File: src/rtl/register_writeback_unit.sv
`default_nettype none
// ============================================================================
//  Module   : register_writeback_unit
//  Purpose  : Register-file write-back stage. Selects memory data, ALU result
//             or PC for a registered write port, and for UART-input
//             instructions stalls the PC while a byte or a little-endian word
//             is collected from the receive stream (optional EOF timeout).
//  Revision : 1.0 - initial release
// ============================================================================
module register_writeback_unit #(
  parameter int DATA_W         = 32,
  parameter int ADDR_W         = 5,
  parameter int TIMEOUT_CYCLES = 0
) (
  input  logic              clk,
  input  logic              reset,
  input  logic [1:0]        mem_to_reg,
  input  logic              uart_to_reg,
  input  logic              in_word,
  input  logic [ADDR_W-1:0] rd_addr,
  input  logic [DATA_W-1:0] read_data,
  input  logic [DATA_W-1:0] alu_result,
  input  logic [DATA_W-1:0] pc,
  input  logic [7:0]        in_data,
  input  logic              in_valid,
  output logic              in_ready,
  output logic              reg_write,
  output logic [ADDR_W-1:0] reg_addr,
  output logic [DATA_W-1:0] reg_data,
  output logic              pc_enable,
  output logic              rx_timeout
);

  localparam int NB = DATA_W / 8;
  localparam int CW = $clog2(NB + 1);
  // Timer width collapses to one unused bit when the timeout is disabled.
  localparam int TW = (TIMEOUT_CYCLES > 0) ? $clog2(TIMEOUT_CYCLES + 1) : 1;

  typedef enum logic [0:0] {
    S_IDLE    = 1'b0,
    S_COLLECT = 1'b1
  } state_t;

  state_t            state_q, state_d;
  logic [CW-1:0]     count_q, count_d;
  logic [TW-1:0]     timer_q, timer_d;
  logic [DATA_W-1:0] buf_q, buf_d;
  logic              word_q, word_d;
  logic [ADDR_W-1:0] addr_lat_q, addr_lat_d;
  logic              reg_write_q, reg_write_d;
  logic [ADDR_W-1:0] reg_addr_q, reg_addr_d;
  logic [DATA_W-1:0] reg_data_q, reg_data_d;
  logic              rx_timeout_q, rx_timeout_d;

  logic [DATA_W-1:0] asm_w;
  logic [CW-1:0]     target_w;
  logic              pc_en_w;

  // Assembly buffer with the incoming byte dropped into lane count_q.
  always_comb begin
    asm_w = buf_q;
    for (int i = 0; i < NB; i++) begin
      if (count_q == CW'(i)) begin
        asm_w[8*i +: 8] = in_data;
      end
    end
    target_w = word_q ? CW'(NB) : CW'(1);
  end

  // Next-state, write-port and PC-stall decisions.
  always_comb begin
    state_d      = state_q;
    count_d      = count_q;
    timer_d      = timer_q;
    buf_d        = buf_q;
    word_d       = word_q;
    addr_lat_d   = addr_lat_q;
    reg_write_d  = 1'b0;
    reg_addr_d   = reg_addr_q;
    reg_data_d   = reg_data_q;
    rx_timeout_d = 1'b0;
    pc_en_w      = 1'b0;

    case (state_q)
      S_IDLE: begin
        if (uart_to_reg) begin
          // Stall the PC and start a fresh collection; mem_to_reg is ignored.
          addr_lat_d = rd_addr;
          word_d     = in_word;
          buf_d      = '0;
          count_d    = '0;
          timer_d    = '0;
          state_d    = S_COLLECT;
        end else begin
          pc_en_w     = 1'b1;
          reg_write_d = (mem_to_reg != 2'b00);
          reg_addr_d  = rd_addr;
          case (mem_to_reg)
            2'b01:   reg_data_d = read_data;
            2'b10:   reg_data_d = alu_result;
            2'b11:   reg_data_d = pc;
            default: reg_data_d = reg_data_q;
          endcase
        end
      end

      S_COLLECT: begin
        if (in_valid) begin
          // An accepted byte always wins over a timer expiring this cycle.
          if ((count_q + CW'(1)) == target_w) begin
            pc_en_w     = 1'b1;
            reg_write_d = 1'b1;
            reg_addr_d  = addr_lat_q;
            reg_data_d  = asm_w;
            state_d     = S_IDLE;
          end else begin
            buf_d   = asm_w;
            count_d = count_q + CW'(1);
          end
          timer_d = '0;
        end else if ((TIMEOUT_CYCLES > 0) && (timer_q == TW'(TIMEOUT_CYCLES - 1))) begin
          // Receive stream went silent: deliver EOF, drop partial bytes.
          pc_en_w      = 1'b1;
          reg_write_d  = 1'b1;
          reg_addr_d   = addr_lat_q;
          reg_data_d   = '1;
          rx_timeout_d = 1'b1;
          state_d      = S_IDLE;
        end else if (TIMEOUT_CYCLES > 0) begin
          timer_d = timer_q + TW'(1);
        end
      end

      default: state_d = S_IDLE;
    endcase
  end

  // State and registered write-port flops, cleared asynchronously.
  always_ff @(posedge clk or posedge reset) begin
    if (reset) begin
      state_q      <= S_IDLE;
      count_q      <= '0;
      timer_q      <= '0;
      buf_q        <= '0;
      word_q       <= 1'b0;
      addr_lat_q   <= '0;
      reg_write_q  <= 1'b0;
      reg_addr_q   <= '0;
      reg_data_q   <= '0;
      rx_timeout_q <= 1'b0;
    end else begin
      state_q      <= state_d;
      count_q      <= count_d;
      timer_q      <= timer_d;
      buf_q        <= buf_d;
      word_q       <= word_d;
      addr_lat_q   <= addr_lat_d;
      reg_write_q  <= reg_write_d;
      reg_addr_q   <= reg_addr_d;
      reg_data_q   <= reg_data_d;
      rx_timeout_q <= rx_timeout_d;
    end
  end

  assign in_ready   = (state_q == S_COLLECT);
  assign pc_enable  = pc_en_w & ~reset;
  assign reg_write  = reg_write_q;
  assign reg_addr   = reg_addr_q;
  assign reg_data   = reg_data_q;
  assign rx_timeout = rx_timeout_q;

endmodule
`default_nettype wire
File: config.mk
export PLATFORM = sky130hd
export DESIGN_NAME = register_writeback_unit
export DESIGN_NICKNAME = d
export VERILOG_FILES = /design/src/rtl/register_writeback_unit.sv
export SDC_FILE = /design/constraint.sdc
export NUM_CORES = 1
export LEC_CHECK = 0
export ABC_AREA = 0
export CORE_MARGIN = 2
export CORE_UTILIZATION = 45
export DETAILED_ROUTE_END_ITERATION = 8
export DONT_BUFFER_PORTS = 1
export SYNTH_ARGS = -nofsm -noshare
export SYNTH_HDL_FRONTEND = slang
export SYNTH_SLANG_ARGS = --single-unit
File: constraint.sdc
create_clock -name clk -period 2.6 [get_ports clk]
set_input_delay 0.52 -clock clk [delete_from_list [all_inputs] [get_ports clk]]
set_output_delay 0.52 -clock clk [all_outputs]
set_load 0.02 [all_outputs]
### Word level (Yosys, flattened, before mapping)

Cells that the tools add are included.

* output and inout port bits: 41
* word-level logic and storage cells: 63
* register bits: 80

* equal/unequal tests: 13
* add/subtract/negate cells: 1
* reductions and logical operators: 6
* bitwise gates (word level): 3
* mux-type cells: 32

Operator list (count)
* 32-bit two-way mux: 6
* 32-bit case mux with 2 select lines: 2
* 32-bit case mux with 3 select lines: 1
* 8-bit two-way mux: 4
* 5-bit two-way mux: 3
* 3-bit two-way mux: 4
* 5-bit case mux with 2 select lines: 1
* 2-bit inequality test (second input constant): 4
* 1-bit two-way mux: 7
* 3-bit by 2-bit equality test with 1-bit output (second input constant): 2
* 1-bit case mux with 2 select lines: 3
* 3-bit case mux with 2 select lines: 1
* 3-bit AND reduction: 2
* 2-bit equality test (second input constant): 2
* 4-bit by 1-bit inequality test with 1-bit output (second input constant): 1
* 4-bit AND reduction: 1
* 3-bit by 1-bit adder with 3-bit output (second input constant): 1
* 3-bit by 1-bit equality test with 1-bit output (second input constant): 1
* 3-bit equality test: 1
* 3-bit logical NOT: 1
* 2-bit by 1-bit equality test with 1-bit output (second input constant): 1
* 2-bit by 1-bit inequality test with 1-bit output (second input constant): 1
* 1-bit inverter: 2
* 2-bit AND reduction: 1
* other kinds (2): 2

### Depth between registers and ports, before layout

* depth after elaboration: 6
* depth in mapped cells: 8
* gate-level depth less buffers: 6

### Worst setup path after synthesis

No wires, ideal clock.

* path type: register to output
* start: reg count_q[0]
* end: out pc_enable
* path buffers: 1
* cell stages (with the launch flop): 8
* required time: 2.080 ns
* path slack: -0.121 ns
* arrival time: 2.201 ns
* cell sequence: dfrtp_1 -> ha_1 -> ha_1 -> or4bb_1 -> a21oi_4 -> buf_2 -> nor2_1 -> nor2_1

* cells in the longest elaborated chain, start to end: 6

Ends and longest elaborated chain
* start: declaration: line 45 `logic [CW-1:0] count_q, count_d;`
* start signal: assignment: line 153 `count_q <= count_d;`
* 3-bit by 1-bit adder with 3-bit output: line 110 `if ((count_q + CW'(1)) == target_w) begin`
* 3-bit equality test: line 110
* 1-bit two-way mux: line 110
* 1-bit two-way mux: line 108 `if (in_valid) begin`
* 1-bit case mux with 2 select lines: line 84 `case (state_q)`
* 1-bit bitwise AND: line 166 `assign pc_enable = pc_en_w & ~reset;`
* end: declaration: line 30 `output logic pc_enable,`

No other way between the ends.

### Final worst setup path

* start: reg count_q[1]
* end: out pc_enable

Same word-level chain as after synthesis.

==> impl_metrics.ini <==
[sta]
rsz0062_at_grt = yes
max-slew-margin-rel_pct = 48.3
period_share_pct = 104
fin_skew_ns = 0.00655
setup_ws_ns = -0.107
layout_min_cycle_time_ns = 2.71
fmax_mhz = 369
worst_pin_slew_ns = 0.775
maxSlewViolCount = 0
setup_viol = 1
hold_viol = 0
timing.hold.ws_ns = 0.241

[clock_tree]
clk_pin_slew_worst_paths_ns = 0.09
clockBufferDepth = 2
cts_tree = built
cts-buffers-inserted = 9
clock_latency_ns = 0.36
cts.sinks = 80
htree_levels = 3
cts-root-buf = clkbuf_8

[placement]
routabilityCongestion = 0.728
dp_slack_ns = 0.0873
dpl.cell_count = 518
place_hpwl_mm = 7.54
io_buffers = 0

[die]
rows = 36
die_x_um = 103
initial_core_util_pct = 46.0
dieHeight_um = 103
core_area_um2 = 9680
ios = 157
die-area_um2 = 10700

[power_and_ir_drop]
power_leakage_nw = 2.19
peakVddDrop_v = 0.000426
powerDensity_nw_per_um2 = 1220

[global_route]
overflow = 0
grt_pass1_wl_mm = 16.6
grt_pass1_vias = 3025
grt_max_degree = 70
antenna_found_initial = 0
track_usage_pct = 20.8

[worst_setup_path]
path_max_fanout = 4
cp-endpoint = pc_enable
critPathKind = reg2out
critPathSlowestCell = or4bb_4
r2r-end = reg_data[6]
cp-end-kind = output pin
r2r_cells = 8
crit_path_start_kind = register
r2r_slack_ns = 0.16
crit_path_max_incr_delay_ns = 0.54
worst_ep_required_time_ns = 2.08
crit_path_cell_trace = ha_4 > ha_4 > or4bb_4 > a21oi_4 > nor2_4 > nor2_4
startpoint = count_q[1]
reg2reg_from = count_q[1]
worstPathArrival_ns = 2.19

[flow_run]
maxCapViolCount = 0

[route]
drt_pass1_iterations = 4
num_vias = 3203
viasPerCell = 5.89
routed_wl_mm = 11.1
drcViolationCount = 0
wl_per_cell_um = 20.3
postRouteAntennaNets = 0
first_iter_violations = 148

[layout]
utilization_pct = 51.3
final_layout_size_suffix_gt1_share_pct = 22.4
diodes = 0
fin_cells = 544
syn2layout_area_growth_pct = 11.5
fin_nets = 530

[status]
status = complete, but fails checks
violations = negative setup slack

[yosys]
synth_area_um2 = 4450
yosysWarnings = 0
synth_cells = 411
syn_avg_cell_area_um2 = 10.8
synth.net_count = 535
ys_types = 28
synth_seq_cells = 80
synth_seq_area_share_pct = 45.0

[hold_path]
hp-class = in2reg
-- critical path: cells and delay by family (launching register included) --
| kind | cells | cell delay [ns] |
|---|---|---|
| flops | 1 | 0.45 |
| fa+ha+maj | 2 | 0.40 |
| compound gates | 1 | 0.21 |
| simple gates | 3 | 0.78 |
-- flip-flops by register name (all words and copies together) (netlist names) --
name	count
word_q	1
addr_lat_q	5
reg_write	1
reg_addr	5
count_q	3
reg_data	32
buf_q	32
in_ready	1
-- timing repair --
| item | in CTS | in global routing |
|---|---|---|
| endpoints found under the hold margin | 12 | 0 |
| pin swaps | 4 | 5 |
| hold buffers | 1 | 0 |
| endpoints found under the setup margin | 1 | 1 |
| buffers inserted | 6 | 3 |
| gates resized for setup | 4 | 3 |
-- power by group --
| group | total, mW | internal, mW | switching, mW | leakage (nW) |
|---|---|---|---|---|
| Clock | 1.13 | 0.642 | 0.492 | 0.124 |
| Combinational | 2.50 | 1.31 | 1.20 | 1.05 |
| Sequential | 2.44 | 1.78 | 0.658 | 1.01 |
| Total | 6.07 | 3.73 | 2.35 | 2.19 |
-- cells in the final DEF (no fill, tap or decap), drive strengths merged, types with 12 or more instances in the layout --
| master | instances |
|---|---|
| mux2 | 38 |
| buf | 23 |
| a21oi | 34 |
| dfrtp | 80 |
| o21ai | 34 |
| nand3 | 36 |
| a211oi | 37 |
| mux2i | 32 |
| a22o | 32 |
| nor2 | 12 |
-- per-stage QoR --
| step | TNS (ns) | power [mW] | instance area (µm²) |
|---|---|---|---|
| 2_1_floorplan | 0 | 4.34 | 4480 |
| 3_3_place_gp | 0 | 4.75 | 4610 |
| 3_5_place_dp | 0 | 4.84 | 4610 |
| 4_1_cts | -0.0849 | 6.06 | 4920 |
| 5_1_grt | -0.161 | 6.50 | 4960 |
| 6_report | -0.107 | 6.07 | 4960 |
-- final cells by class --
class	instances	area [µm²]
fill	866	4720
sequential	80	2010
clock inverter	7	118
timing repair buffer	24	220
multi-input combinational	283	2300
clock buffer	9	124
tap	133	166
inverter	8	31.3
-- logic make-up after synthesis --
family / after synthesis / share of synthesized area [%]
other: 1 / 0.0842
multiplexers: 70 / 19.3
flip-flops: 80 / 45.0
AND/OR/NAND/NOR: 63 / 7.31
adder cells (fa/ha/maj): 8 / 2.25
AO/OA/AOI/OAI: 141 / 21.2
buffers and inverters: 48 / 4.83
-- worst min-delay path by stage --
stage / cells after the start / endpoint / start
after floorplan: 2 / buf_q[0] / buf_q[0]
after global placement: 1 / reg_addr[3] / reset
after detailed placement: 1 / reg_addr[3] / reset
after CTS: 1 / reg_addr[3] / uart_to_reg
after global routing: 1 / reg_addr[2] / uart_to_reg
final: 1 / reg_addr[3] / uart_to_reg
-- synth_stat cells --
library cell | number | area share [%]
nand4_1 | 1 | 0.14
mux2_2 | 8 | 2.0
buf_2 | 4 | 0.45
buf_6 | 3 | 0.76
or2_2 | 1 | 0.14
or4b_4 | 1 | 0.31
a22o_1 | 32 | 6.3
mux2_4 | 30 | 10
nand3_1 | 36 | 4.0
mux2i_1 | 32 | 7.2
nor2b_1 | 7 | 0.98
buf_1 | 1 | 0.084
a211oi_1 | 37 | 6.2
or4bb_1 | 1 | 0.25
nand2_1 | 3 | 0.25
dfrtp_1 | 80 | 45
conb_1 | 1 | 0.084
nor2_2 | 1 | 0.14
nor3_1 | 1 | 0.11
a21oi_1 | 33 | 3.7
o21ai_0 | 34 | 3.8
a21oi_4 | 1 | 0.37
nor2_1 | 11 | 0.93
ha_1 | 8 | 2.2
buf_4 | 2 | 0.34
o32ai_1 | 4 | 0.79
clkbuf_1 | 30 | 2.5
inv_1 | 8 | 0.67
-- layer usage --
layer	up-vias	track usage (%)	wire length (µm)
met3	11	4.57	706
met4	0	6.98	139
li1	1522	-	-
met1	1549	28.8	5120
met5	-	0	0
met2	121	32.4	5110
Power figures use the tool's default switching activity.
